$ cat src/rtl/uart_frame_pkg.sv
// rtl/uart_frame_pkg.sv - frame states and framing constants for uart_frame_arbiter
package uart_frame_pkg;

  typedef enum logic [3:0] {
    IDLE,
    ARB,
    HDR1,
    HDR2,
    FETCH,
    BODY,
    TRL1,
    TRL2,
    FIN
  } frame_state_t;

  localparam logic [7:0] FRAME_SIGN  = 8'h26;
  localparam int         MAX_LEN_DEF = 137;

endpackage

$ cat src/rtl/rr_arbiter.sv
// rtl/rr_arbiter.sv - round-robin one-hot pick, searching from ptr upward with wrap
module rr_arbiter #(
  parameter int N     = 4,
  parameter int PTR_W = (N > 1) ? $clog2(N) : 1
) (
  input  logic [N-1:0]     req,
  input  logic [PTR_W-1:0] ptr,
  output logic [N-1:0]     grant
);

  logic [PTR_W-1:0] idx;
  logic             found;

  always_comb begin
    grant = '0;
    found = 1'b0;
    idx   = '0;
    for (int i = 0; i < N; i++) begin
      idx = PTR_W'((int'(ptr) + i) % N);
      if (!found && req[idx]) begin
        grant[idx] = 1'b1;
        found      = 1'b1;
      end
    end
  end

endmodule

$ cat src/rtl/uart_frame_arbiter.sv
// rtl/uart_frame_arbiter.sv - shares one uart_tx byte engine among requesters, wrapping each payload as && payload &&
module uart_frame_arbiter
  import uart_frame_pkg::*;
#(
  parameter int          NUM_REQ     = 4,
  parameter int          MAX_LEN     = MAX_LEN_DEF,
  parameter logic [23:0] TIMEOUT_CLK = 24'd2_000_000
) (
  input  logic                 sys_clk,
  input  logic                 sys_rst,
  input  logic [NUM_REQ-1:0]   req_i,
  input  logic [NUM_REQ*8-1:0] len_i,
  input  logic [NUM_REQ*8-1:0] byte_i,
  output logic [7:0]           rd_idx,
  output logic [NUM_REQ-1:0]   grant,
  output logic [NUM_REQ-1:0]   done,
  output logic                 err,
  output logic                 busy,
  output logic [7:0]           uart_tx_data,
  output logic                 uart_tx_req,
  input  logic                 uart_tx_done
);

  localparam int PTR_W = (NUM_REQ > 1) ? $clog2(NUM_REQ) : 1;

  frame_state_t       state;
  logic [PTR_W-1:0]   rr_ptr;
  logic [PTR_W-1:0]   win_idx;
  logic [7:0]         len_q;
  logic [23:0]        tmo_cnt;

  logic [NUM_REQ-1:0] arb_gnt;
  logic [PTR_W-1:0]   arb_idx;
  logic [PTR_W-1:0]   rr_next;
  logic [7:0]         arb_len;
  logic [7:0]         len_clamped;
  logic [7:0]         win_byte;
  logic               more_body;

  rr_arbiter #(
    .N     (NUM_REQ),
    .PTR_W (PTR_W)
  ) u_rr (
    .req   (req_i),
    .ptr   (rr_ptr),
    .grant (arb_gnt)
  );

  always_comb begin
    arb_idx  = '0;
    arb_len  = '0;
    win_byte = '0;
    for (int k = 0; k < NUM_REQ; k++) begin
      if (arb_gnt[k]) begin
        arb_idx = PTR_W'(k);
        arb_len = len_i[k*8 +: 8];
      end
      if (win_idx == PTR_W'(k)) begin
        win_byte = byte_i[k*8 +: 8];
      end
    end
  end

  assign len_clamped = (int'(arb_len) > MAX_LEN) ? 8'(MAX_LEN) : arb_len;
  // The winner moves to the back of the queue for the next arbitration.
  assign rr_next     = (int'(arb_idx) == NUM_REQ - 1) ? '0 : arb_idx + PTR_W'(1);
  assign more_body   = ({1'b0, rd_idx} + 9'd1) < {1'b0, len_q};
  assign busy        = (state != IDLE);

  always_ff @(posedge sys_clk or posedge sys_rst) begin
    if (sys_rst) begin
      state        <= IDLE;
      rr_ptr       <= '0;
      win_idx      <= '0;
      len_q        <= '0;
      tmo_cnt      <= '0;
      rd_idx       <= '0;
      grant        <= '0;
      done         <= '0;
      err          <= 1'b0;
      uart_tx_data <= '0;
      uart_tx_req  <= 1'b0;
    end else begin
      done        <= '0;
      err         <= 1'b0;
      uart_tx_req <= 1'b0;
      case (state)
        IDLE: begin
          if (req_i != '0) state <= ARB;
        end
        ARB: begin
          if (arb_gnt == '0) begin
            state <= IDLE;
          end else begin
            win_idx      <= arb_idx;
            rr_ptr       <= rr_next;
            len_q        <= len_clamped;
            rd_idx       <= '0;
            grant        <= arb_gnt;
            uart_tx_data <= FRAME_SIGN;
            uart_tx_req  <= 1'b1;
            tmo_cnt      <= '0;
            state        <= HDR1;
          end
        end
        FETCH: begin
          uart_tx_data <= win_byte;
          uart_tx_req  <= 1'b1;
          tmo_cnt      <= '0;
          state        <= BODY;
        end
        FIN: begin
          done  <= grant;
          grant <= '0;
          state <= IDLE;
        end
        HDR1, HDR2, BODY, TRL1, TRL2: begin
          if (uart_tx_done) begin
            tmo_cnt <= '0;
            case (state)
              HDR1: begin
                uart_tx_data <= FRAME_SIGN;
                uart_tx_req  <= 1'b1;
                state        <= HDR2;
              end
              HDR2: begin
                if (len_q != '0) begin
                  state <= FETCH;
                end else begin
                  uart_tx_data <= FRAME_SIGN;
                  uart_tx_req  <= 1'b1;
                  state        <= TRL1;
                end
              end
              BODY: begin
                if (more_body) begin
                  rd_idx <= rd_idx + 8'd1;
                  state  <= FETCH;
                end else begin
                  uart_tx_data <= FRAME_SIGN;
                  uart_tx_req  <= 1'b1;
                  state        <= TRL1;
                end
              end
              TRL1: begin
                uart_tx_data <= FRAME_SIGN;
                uart_tx_req  <= 1'b1;
                state        <= TRL2;
              end
              default: state <= FIN;
            endcase
          end else if (tmo_cnt >= TIMEOUT_CLK - 24'd1) begin
            // The byte engine went silent: drop the frame without a done.
            err     <= 1'b1;
            grant   <= '0;
            rd_idx  <= '0;
            tmo_cnt <= '0;
            state   <= IDLE;
          end else begin
            tmo_cnt <= tmo_cnt + 24'd1;
          end
        end
        default: state <= IDLE;
      endcase
    end
  end

endmodule

$ cat config.mk
export PLATFORM = sky130hd
export DESIGN_NAME = uart_frame_arbiter
export DESIGN_NICKNAME = d
export VERILOG_FILES = /design/src/rtl/uart_frame_pkg.sv /design/src/rtl/rr_arbiter.sv /design/src/rtl/uart_frame_arbiter.sv
export SDC_FILE = /design/constraint.sdc
export NUM_CORES = 1
export LEC_CHECK = 0
export CAP_MARGIN = 20
export CORE_MARGIN = 3
export CORE_UTILIZATION = 25
export CTS_CLUSTER_SIZE = 12
export DETAILED_ROUTE_END_ITERATION = 8
export SYNTH_ARGS = -nofsm -noshare
export SYNTH_HDL_FRONTEND = slang
export SYNTH_SLANG_ARGS = --single-unit
export TNS_END_PERCENT = 1
$ cat constraint.sdc
create_clock -name sys_clk -period 7.7 [get_ports sys_clk]
set_input_delay 0.77 -clock sys_clk [delete_from_list [all_inputs] [get_ports sys_clk]]
set_output_delay 0.77 -clock sys_clk [all_outputs]
set_load 0.005 [all_outputs]
=== After elaboration in Yosys (flattened, before gate mapping) ===
Cells that the tools add are included.

* Flip-flop bits (word level): 66
* Bits of input ports: 71
* Output and inout port bits: 27
* Word-level logic and storage cells: 156

* Add/sub/neg operators: 7
* Magnitude comparators: 11
* Eq/ne operators: 23
* Muxes and demuxes: 73
* Bitwise operators: 4
* Reduce and logical (&&, ||, !) cells: 27

{| class="wikitable"
|+ Operator list
! kind !! number
|-
| two-way mux 8 bit || 18
|-
| two-way mux 24 bit || 3
|-
| case mux 24 bit (3 select lines) || 1
|-
| case mux 8 bit (3 select lines) || 2
|-
| two-way mux 4 bit || 10
|-
| case mux 4 bit (4 select lines) || 2
|-
| adder 24 x 1 -> 24 bit, second input constant || 1
|-
| >= comparator 24 x 21 -> 1 bit, second input constant || 1
|-
| two-way mux 1 bit || 19
|-
| equality test 4 x 3 -> 1 bit, second input constant || 4
|-
| case mux 8 bit (2 select lines) || 1
|-
| inequality test 3 bit, second input constant || 5
|-
| < comparator 2 x 3 -> 1 bit, second input constant || 4
|-
| two-way mux 2 bit || 6
|-
| OR 4 bit || 3
|-
| case mux 4 bit (3 select lines) || 1
|-
| inequality test 2 bit, second input constant || 5
|-
| adder 8 x 1 -> 9 bit, second input constant || 1
|-
| < comparator 9 x 8 -> 1 bit || 1
|-
| adder 8 x 1 -> 8 bit, second input constant || 1
|-
| binary-select mux 1 bit (select 2 bit) || 4
|-
| demux 1 bit (select 2 bit) || 4
|-
| equality test 4 x 2 -> 1 bit, second input constant || 2
|-
| >= comparator 2 x 1 -> 1 bit, second input constant || 4
|-
| 24 further kinds || 42
|}

=== Logic depth before layout (Yosys ltp) ===
Gate-level depths: netlist of the first run.

* Word-level depth: 18
* Mapped depth: 14
* Gate-level depth less buffers: 12

=== By module ===
A second synthesis of the first run with hierarchy kept.

* Cell total of the unflattened synthesis: 421
* Area total of the unflattened synthesis: 4,116.4 µm²

{| class="wikitable"
|+ Modules (own cells, without submodules)
! module !! instances !! cells each !! area an instance (µm²) !! sequential area each (µm²)
|-
| uart_frame_arbiter || 1 || 385 || 3,778.6 || 1,651.6
|-
| rr_arbiter || 1 || 36 || 337.8 || 0.0
|}

=== Least setup slack after synthesis of the first run ===
No wires, ideal clock.

* Path type: register to register
* From: register rr_ptr[0]
* To: register len_q[0]
* Setup time: 121 ps
* Data arrival time: 3,289 ps
* Data required time: 7,579 ps
* Path slack: 4,290 ps
* Stages on the path, launching flop included: 13
* Path buffers: 2
* Period minus slack after synthesis: 3,410 ps
* Cells stage by stage: dfrtp_1 > buf_6 > inv_1 > ha_1 > mux4_2 > o41a_1 > and3_4 > buf_6 > a41oi_2 > o21ai_1 > o211ai_2 > o211ai_1 > o22a_1

* Longest elaborated chain between the ends: 18
* Elaborated cells between the ends (all ways): 56
* Classes of those cells: 3 x add/sub; 9 x order compare; 28 x mux; 4 x bitwise; 12 x reduce/logical

{| class="wikitable"
|+ RTL lines
! element !! line !! text
|-
| start: declaration || uart_frame_arbiter.sv:27 || <nowiki>logic [PTR_W-1:0] rr_ptr;</nowiki>
|-
| start signal: assignment || uart_frame_arbiter.sv:96 || <nowiki>rr_ptr <= rr_next;</nowiki>
|-
| branches (longest 11 deep; another with < comparator 2 x 3 -> 1 bit) || -- ||
|-
| two-way mux 4 bit * || rr_arbiter.sv:20 || <nowiki>if (!found && req[idx]) begin</nowiki>
|-
| two-way mux 8 bit (4 in series) || uart_frame_arbiter.sv:54 || <nowiki>if (arb_gnt[k]) begin</nowiki>
|-
| greater-than comparator 8 bit || uart_frame_arbiter.sv:64 || <nowiki>assign len_clamped = (int'(arb_len) > MAX_LEN) ? 8'(MAX_LEN) : arb_len;</nowiki>
|-
| two-way mux 8 bit || uart_frame_arbiter.sv:64 ||
|-
| end signal: assignment || uart_frame_arbiter.sv:97 || <nowiki>len_q <= len_clamped;</nowiki>
|-
| end: declaration || uart_frame_arbiter.sv:29 || <nowiki>logic [7:0] len_q;</nowiki>
|}

Mark *: on every way between the ends. The select of a mux whose other input is x is not followed.
A chain may end at the register's enable or synchronous reset.

=== Final worst setup path of the first run ===
* From: register rr_ptr[0]
* To: register tmo_cnt[9]

* Longest elaborated chain between the ends: 15
* Elaborated cells between the ends (all ways): 50
* Classes of those cells: 3 x add/sub; 8 x order compare; 1 x eq/ne; 23 x mux; 3 x bitwise; 12 x reduce/logical

{| class="wikitable"
|+ RTL lines
! element !! line !! text
|-
| branches (longest 11 deep; another with < comparator 2 x 3 -> 1 bit) || -- ||
|-
| two-way mux 4 bit * || rr_arbiter.sv:20 ||
|-
| logical NOT 4 bit * || uart_frame_arbiter.sv:92 || <nowiki>if (arb_gnt == '0) begin</nowiki>
|-
| inequality test 2 bit (no source line) * || -- ||
|-
| AND reduction 2 bit (no source line) * || -- ||
|-
| end signal: assignment || uart_frame_arbiter.sv:160 || <nowiki>tmo_cnt <= tmo_cnt + 24'd1;</nowiki>
|-
| end: declaration || uart_frame_arbiter.sv:30 || <nowiki>logic [23:0] tmo_cnt;</nowiki>
|}

Marks and branches as above.

==> run metrics, run 1 <==
outcome finished, final reports clean; Post-Syn Instances 475; hold depth 2; Area after DPL 0.00555 mm²; vias in the first global route 4081; most frequent CP cell nor2_1; max-slew violations 0; Remaining Overflow, GRT 0; min Tclk post-route 4170 ps; Synth top area share 0.377; syn_nets 562; R2R depth 10; Worst Path Arrival 4420 ps; hold path start tmo_cnt[23]; diode count 0; sequential-to-total area share from yosys stat 0.377; CTS Buffer Depth 2; PostCTS Resize Cnt 0; area of the multi-input gates 0.00251 mm²; DR DRC count 0; area grow syn2layout 33.3%; clk_lat worst skew 330 ps; drt pass-1 iters 5; CP Capture Type flop; number of synthesis warnings 0; worst path required time 7950 ps; via count 4018; Filler cells 1707; final setup TNS 0 ps; Setup crit start kind flop; initial DRC count 289; HP Class reg -> reg; PortBufs 97; most common flop cell mapped by yosys dfrtp_1; count leader, synth dfrtp_1; Yosys reg bits 66; post-synth top area cell dfrtp_1; die extent in y 138 µm; Initial Util 0.260; Synth area leaders dfrtp_1 38%, mux4_2 4.6%, ha_1 4.6%; RSZ-0062 raised after global routing no; cell breakdown of the critical path inv_1 -> ha_1 -> mux4_2 -> nand2_1 -> o21ai_0 -> a221oi_4 -> nand4_2 -> o21ai_2 -> nor2_1 -> nor2_1; Die W 138 µm; terminus of the critical flop-to-flop path tmo_cnt[9]; Commonest cells post-synth 66 x dfrtp_1, 53 x nor2_1, 42 x nand2_1; total core area 0.0169 mm²; TritonCTS Buffers 9; Worst-path clk slew 60 ps; Worst Path Max Fanout 16; Die ar. 0.0192 mm²; Syn Area/Cell 9.22 µm²; Hold Path End tmo_cnt[23]; DR vias/cell 5.07; Post-synth EDFFs 0; maximum VDD drop 0.164 mV; max incr delay on CP 650 ps; # clock sinks 66; f_max 240 MHz; GP Congestion 0.874; initial antenna violation count 0; Syn Std Cell Area 0.00438 mm²; share of cells above drive strength 1 0.0839; Final #Nets 654; largest net degree at the start of global routing 67; reg2reg start rr_ptr[0]; DP Worst Slack 3280 ps; Final Cycle Share 0.542; htree depth 3; critical path's slowest cell dfrtp_1; PnR worst setup slack 3530 ps; reg-to-reg slack, setup 3530 ps; Hold Vio Cnt, Final 0; Routed WL 12000 µm; final antenna-violating net count 0; first-pass GRT wire length 20500 µm; pwr/cell area 338 mW/mm²; post-detail-place hpwl 9210 µm; Post-CTS Setup Inserts 0; CTS tree done; Site Rows 47; library cells used by synthesis 78; root buf cell clkbuf_16; MaxCap Viol Count 0; Worst Skew 8.12 ps; post-route cell area 0.00584 mm²; Leak 0.00239 µW; Global Route Usage Sum 0.127; relative slew slack 0.456; detailed-route wire length per cell 15.2 µm; io pins 98; Slew @ Worst Pin 813 ps; Worst Path Class, Setup reg -> reg; hold buffers post-CTS 0; count of final setup violators 0; Post-synth ARST share 1.00; register area 0.00165 mm²
==> final cells by class <==
class / instances / area share
tap: 220 / 0.0471
timing repair buffer: 100 / 0.170
clock buffer: 11 / 0.0399
multi-input combinational: 357 / 0.429
inverter: 33 / 0.0212
sequential: 66 / 0.283
clock inverter: 5 / 0.00943
==> flip-flops by register name, indices dropped and copies added (netlist names) <==
register and cells:
rr_ptr 2, err 1, win_idx 2, state 4, rd_idx 8, uart_tx_data 8, grant 4, tmo_cnt 24
uart_tx_req 1, done 4, len_q 8
==> layout by cell type (no fill, tap or decap), types with 5 or more instances in the layout <==
cell type	count
inv_1	32
clkbuf_16	9
nor3_1	13
o22ai_1	10
dfrtp_1	66
a31oi_1	10
mux4_2	9
o211ai_1	7
a21oi_1	14
nor3b_1	5
nor2_1	53
xor2_1	5
o31ai_1	6
xnor2_1	11
nand3_1	17
nand2_1	42
ha_1	16
and3_1	16
mux2i_1	6
clkdlybuf4s50_1	97
o21ai_0	26
==> worst max-delay path, delay by kind of cell, from the launching register on <==
kind                     cells  cell delay (ps)
AO/OA/AOI/OAI                3             1290
AND/OR/NAND/NOR              4              980
flip-flops                   1              650
multiplexers                 1              610
adder cells (fa/ha/maj)      1              390
buffers and inverters        1              160
==> where the power goes <==
part	internal, µW	switching, µW
logic	449	624
registers	412	92.7
clock network	249	146
total	1110	862
==> metrics by stage <==
step / hold WS, ps / total power [µW] / std cells / util
global placement: 482 / 1560 / 776 / 0.329
global route: 531 / 2140 / 792 / 0.346
CTS: 509 / 1980 / 792 / 0.346
detailed placement: 498 / 1580 / 776 / 0.329
finish: 503 / 1970 / 792 / 0.346
floorplan: 464 / 1310 / 475 / -
==> cell families after synthesis <==
family | count (synthesis) | synth area share
DFF | 66 | 0.377
buffers and inverters | 52 | 0.0508
xor gates and xnor gates | 16 | 0.0320
and+or+nand+nor | 180 | 0.206
AOI/OAI and AO/OA | 127 | 0.218
muxes | 17 | 0.0685
adders and majority gates | 17 | 0.0480
==> worst max path at each step <==
stage	from	endpoint	slack (ps)	cells after the start
2_1_floorplan	rr_ptr[0]	len_q[0]	4290	12
3_3_place_gp	req_i[1]	tmo_cnt[21]	3430	9
3_5_place_dp	req_i[1]	tmo_cnt[22]	3280	9
4_1_cts	rr_ptr[0]	tmo_cnt[22]	3550	10
5_1_grt	rr_ptr[0]	tmo_cnt[19]	3040	10
6_report	rr_ptr[0]	tmo_cnt[9]	3530	10
==> per-layer routing <==
metal	vias to the layer above	GRT usage	part of all wire
li1	1939	-	-
met1	1939	0.175	0.48
met2	134	0.203	0.45
met3	6	0.0283	0.059
met4	0	0.0302	0.0092
met5	-	0	0
No activity file was read; power rests on OpenSTA's default activity.
==> inputs of run 2 (changes only) <==
clock period = 3.85 ns   (was 7.7 ns; I/O delays follow)
==> run 2 against run 1 <==
Net effect:
- sequential share of layout area down 0.58 points
- via count up 0.67%
- critical path depth up 2
- cell count up 1.1%
- die area unchanged
- clock-buffer cell count down 1
- combinational power up 120%
- flip-flop and latch count unchanged
==> run metrics, run 2 (synthesized netlist as in run 1, its figures left out) <==
outcome finished, final reports clean (unchanged); f_max 280 MHz (was 240 MHz); post-detail-place hpwl 9460 µm (was 9210 µm); Global Route Usage Sum 0.130 (was 0.127); CP Capture Type flop (unchanged); Worst-path clk slew 60 ps (about the same); Worst Path Arrival 3770 ps (was 4420 ps); first-pass GRT wire length 20700 µm (was 20500 µm); CTS Buffer Depth 2 (unchanged); commonest non-fill, non-tap cells in the layout 97 x clkdlybuf4s50_1, 65 x dfrtp_1, 53 x nor2_1, 42 x nand2_1, 32 x inv_1 (was 97 x clkdlybuf4s50_1, 66 x dfrtp_1, 53 x nor2_1, 42 x nand2_1, 32 x inv_1); total core area 0.0169 mm² (unchanged); PortBufs 97 (unchanged); htree depth 3 (unchanged); reg-to-reg slack, setup 280 ps (was 3530 ps); pwr/cell area 701 mW/mm² (was 338 mW/mm²); count of final setup violators 0 (unchanged); via count 4045 (was 4018); WP depth 12 (was 10); DR DRC count 0 (unchanged); share of cells above drive strength 1 0.105 (was 0.0839); largest net degree at the start of global routing 44 (was 67); root buf cell clkbuf_16 (unchanged); area grow syn2layout 36.2% (was 33.3%); drt pass-1 iters 5 (unchanged); CTS tree done (unchanged); R2R depth 12 (was 10); detailed-route wire length per cell 15.3 µm (was 15.2 µm); Site Rows 47 (unchanged); final setup TNS 0 ps (unchanged); cell breakdown of the critical path inv_1 -> ha_1 -> mux4_2 -> nand2_1 -> o21ai_0 -> a221oi_4 -> buf_4 -> nor2_2 -> a31oi_1 -> o22ai_1 -> a2111oi_4 -> o22ai_1 (was inv_1 -> ha_1 -> mux4_2 -> nand2_1 -> o21ai_0 -> a221oi_4 -> nand4_2 -> o21ai_2 -> nor2_1 -> nor2_1); max incr delay on CP 630 ps (was 650 ps); Finished Layout Cells 801 (was 792); min Tclk post-route 3570 ps (was 4170 ps); Final Cycle Share 0.927 (was 0.542); max reg flops 24 (unchanged); Slew @ Worst Pin 698 ps (was 813 ps); initial DRC count 273 (was 289); critical path's slowest cell mux4_2 (was dfrtp_1); DP Cell Count 785 (was 776); max-slew violations 0 (unchanged); Post-CTS Setup Inserts 0 (unchanged); HP Class in -> async (was reg -> reg); Worst Path Max Fanout 8 (was 16); Reg with most FFs tmo_cnt (unchanged); relative slew slack 0.530 (was 0.456); Critical Path Start rr_ptr[1] (was rr_ptr[0]); # clock sinks 66 (unchanged); GP Congestion 0.909 (was 0.874); reg2reg start rr_ptr[1] (was rr_ptr[0]); Die ar. 0.0192 mm² (unchanged); DR vias/cell 5.05 (was 5.07); Die W 138 µm (unchanged); Buf+Inv Stages, Crit Path 2 (was 1); Initial Util 0.260 (unchanged); diode count 0 (unchanged); final antenna-violating net count 0 (unchanged); vias in the first global route 4051 (was 4081); Final #Nets 663 (was 654); maximum VDD drop 0.267 mV (was 0.164 mV); MaxCap Viol Count 0 (unchanged); Hold Vio Cnt, Final 0 (unchanged); most frequent CP cell o22ai_1 (was nor2_1); Worst Skew 8.79 ps (was 8.12 ps); delay-heaviest family, CP compound AO/OA/AOI/OAI gates (unchanged); Worst Path Class, Setup reg -> reg (unchanged); commonest non-fill, non-tap cell in the layout clkdlybuf4s50_1 (unchanged); Leak 0.00246 µW (was 0.00239 µW); Routed WL 12300 µm (was 12000 µm); io pins 98 (unchanged); die extent in y 138 µm (unchanged); clk_lat worst skew 340 ps (was 330 ps); RSZ-0062 raised after global routing no (unchanged); initial antenna violation count 0 (unchanged); Setup crit start kind flop (unchanged); Remaining Overflow, GRT 0 (unchanged); TritonCTS Buffers 9 (unchanged); terminus of the critical flop-to-flop path len_q[2] (was tmo_cnt[9]); worst path required time 4050 ps (was 7950 ps); crit path capture len_q[2] (was tmo_cnt[9])
==> run 2: power breakdown <==
group	total, µW	switching (µW)	internal (µW)
registers	995	169	826
clock network	874	305	569
logic	2320	1320	997
==> run 2: how the worst min path moves through the flow <==
stage / startpoint / endpoint / slack, ps / cells past startpoint
after floorplan: tmo_cnt[23] / tmo_cnt[23] / 460 / 2
after global placement: tmo_cnt[23] / tmo_cnt[23] / 480 / 2
after detailed placement: tmo_cnt[23] / tmo_cnt[23] / 490 / 2
after CTS: sys_rst / uart_tx_data[0] / 420 / 2
after global routing: sys_rst / uart_tx_data[0] / 470 / 2
final: sys_rst / uart_tx_data[0] / 410 / 2
==> run 2: worst reg2reg max path, stage by stage (launching register included) <==
cell,delay (ps)
dfrtp_2,430
inv_1,140
ha_1,360
mux4_2,630
nand2_1,110
o21ai_0,150
a221oi_4,430
buf_4,240
nor2_2,40
a31oi_1,220
o22ai_1,180
a2111oi_4,370
o22ai_1,150
==> run 2: layer usage <==
layer / track usage / vias up / wire [µm]
li1: - / 1955 / -
met1: 0.181 / 1904 / 5810
met2: 0.195 / 167 / 5380
met3: 0.0311 / 19 / 824
met4: 0.0499 / 0 / 247
met5: 0 / - / 0
==> run 2: per-stage QoR <==
| step | power (µW) | utilization | setup WS [ps] | hold slack, ps | cell area (µm²) |
|---|---|---|---|---|---|
| 2_1_floorplan | 2620 | - | 440 | 464 | 4380 |
| 3_3_place_gp | 3210 | 0.333 | 323 | 478 | 5620 |
| 3_5_place_dp | 3270 | 0.333 | 179 | 494 | 5620 |
| 4_1_cts | 4170 | 0.352 | 140 | 416 | 5940 |
| 5_1_grt | 4510 | 0.353 | 47.3 | 473 | 5970 |
| 6_report | 4180 | 0.353 | 281 | 407 | 5970 |
==> run 2: layout make-up <==
type / count / area (µm²)
Clock inverter: 6 / 90.1
Sequential cell: 66 / 1650
Inverter: 33 / 124
Clock buffer: 10 / 229
Fill cell: 1684 / 10900
Tap cell: 220 / 275
Multi-Input combinational cell: 357 / 2530
Timing Repair Buffer: 109 / 1060
==> run 2: what timing repair did <==
item                                    CTS  global route
hold buffers                              0             0
gates resized for setup                   0             6
endpoints found under the setup margin    0            12
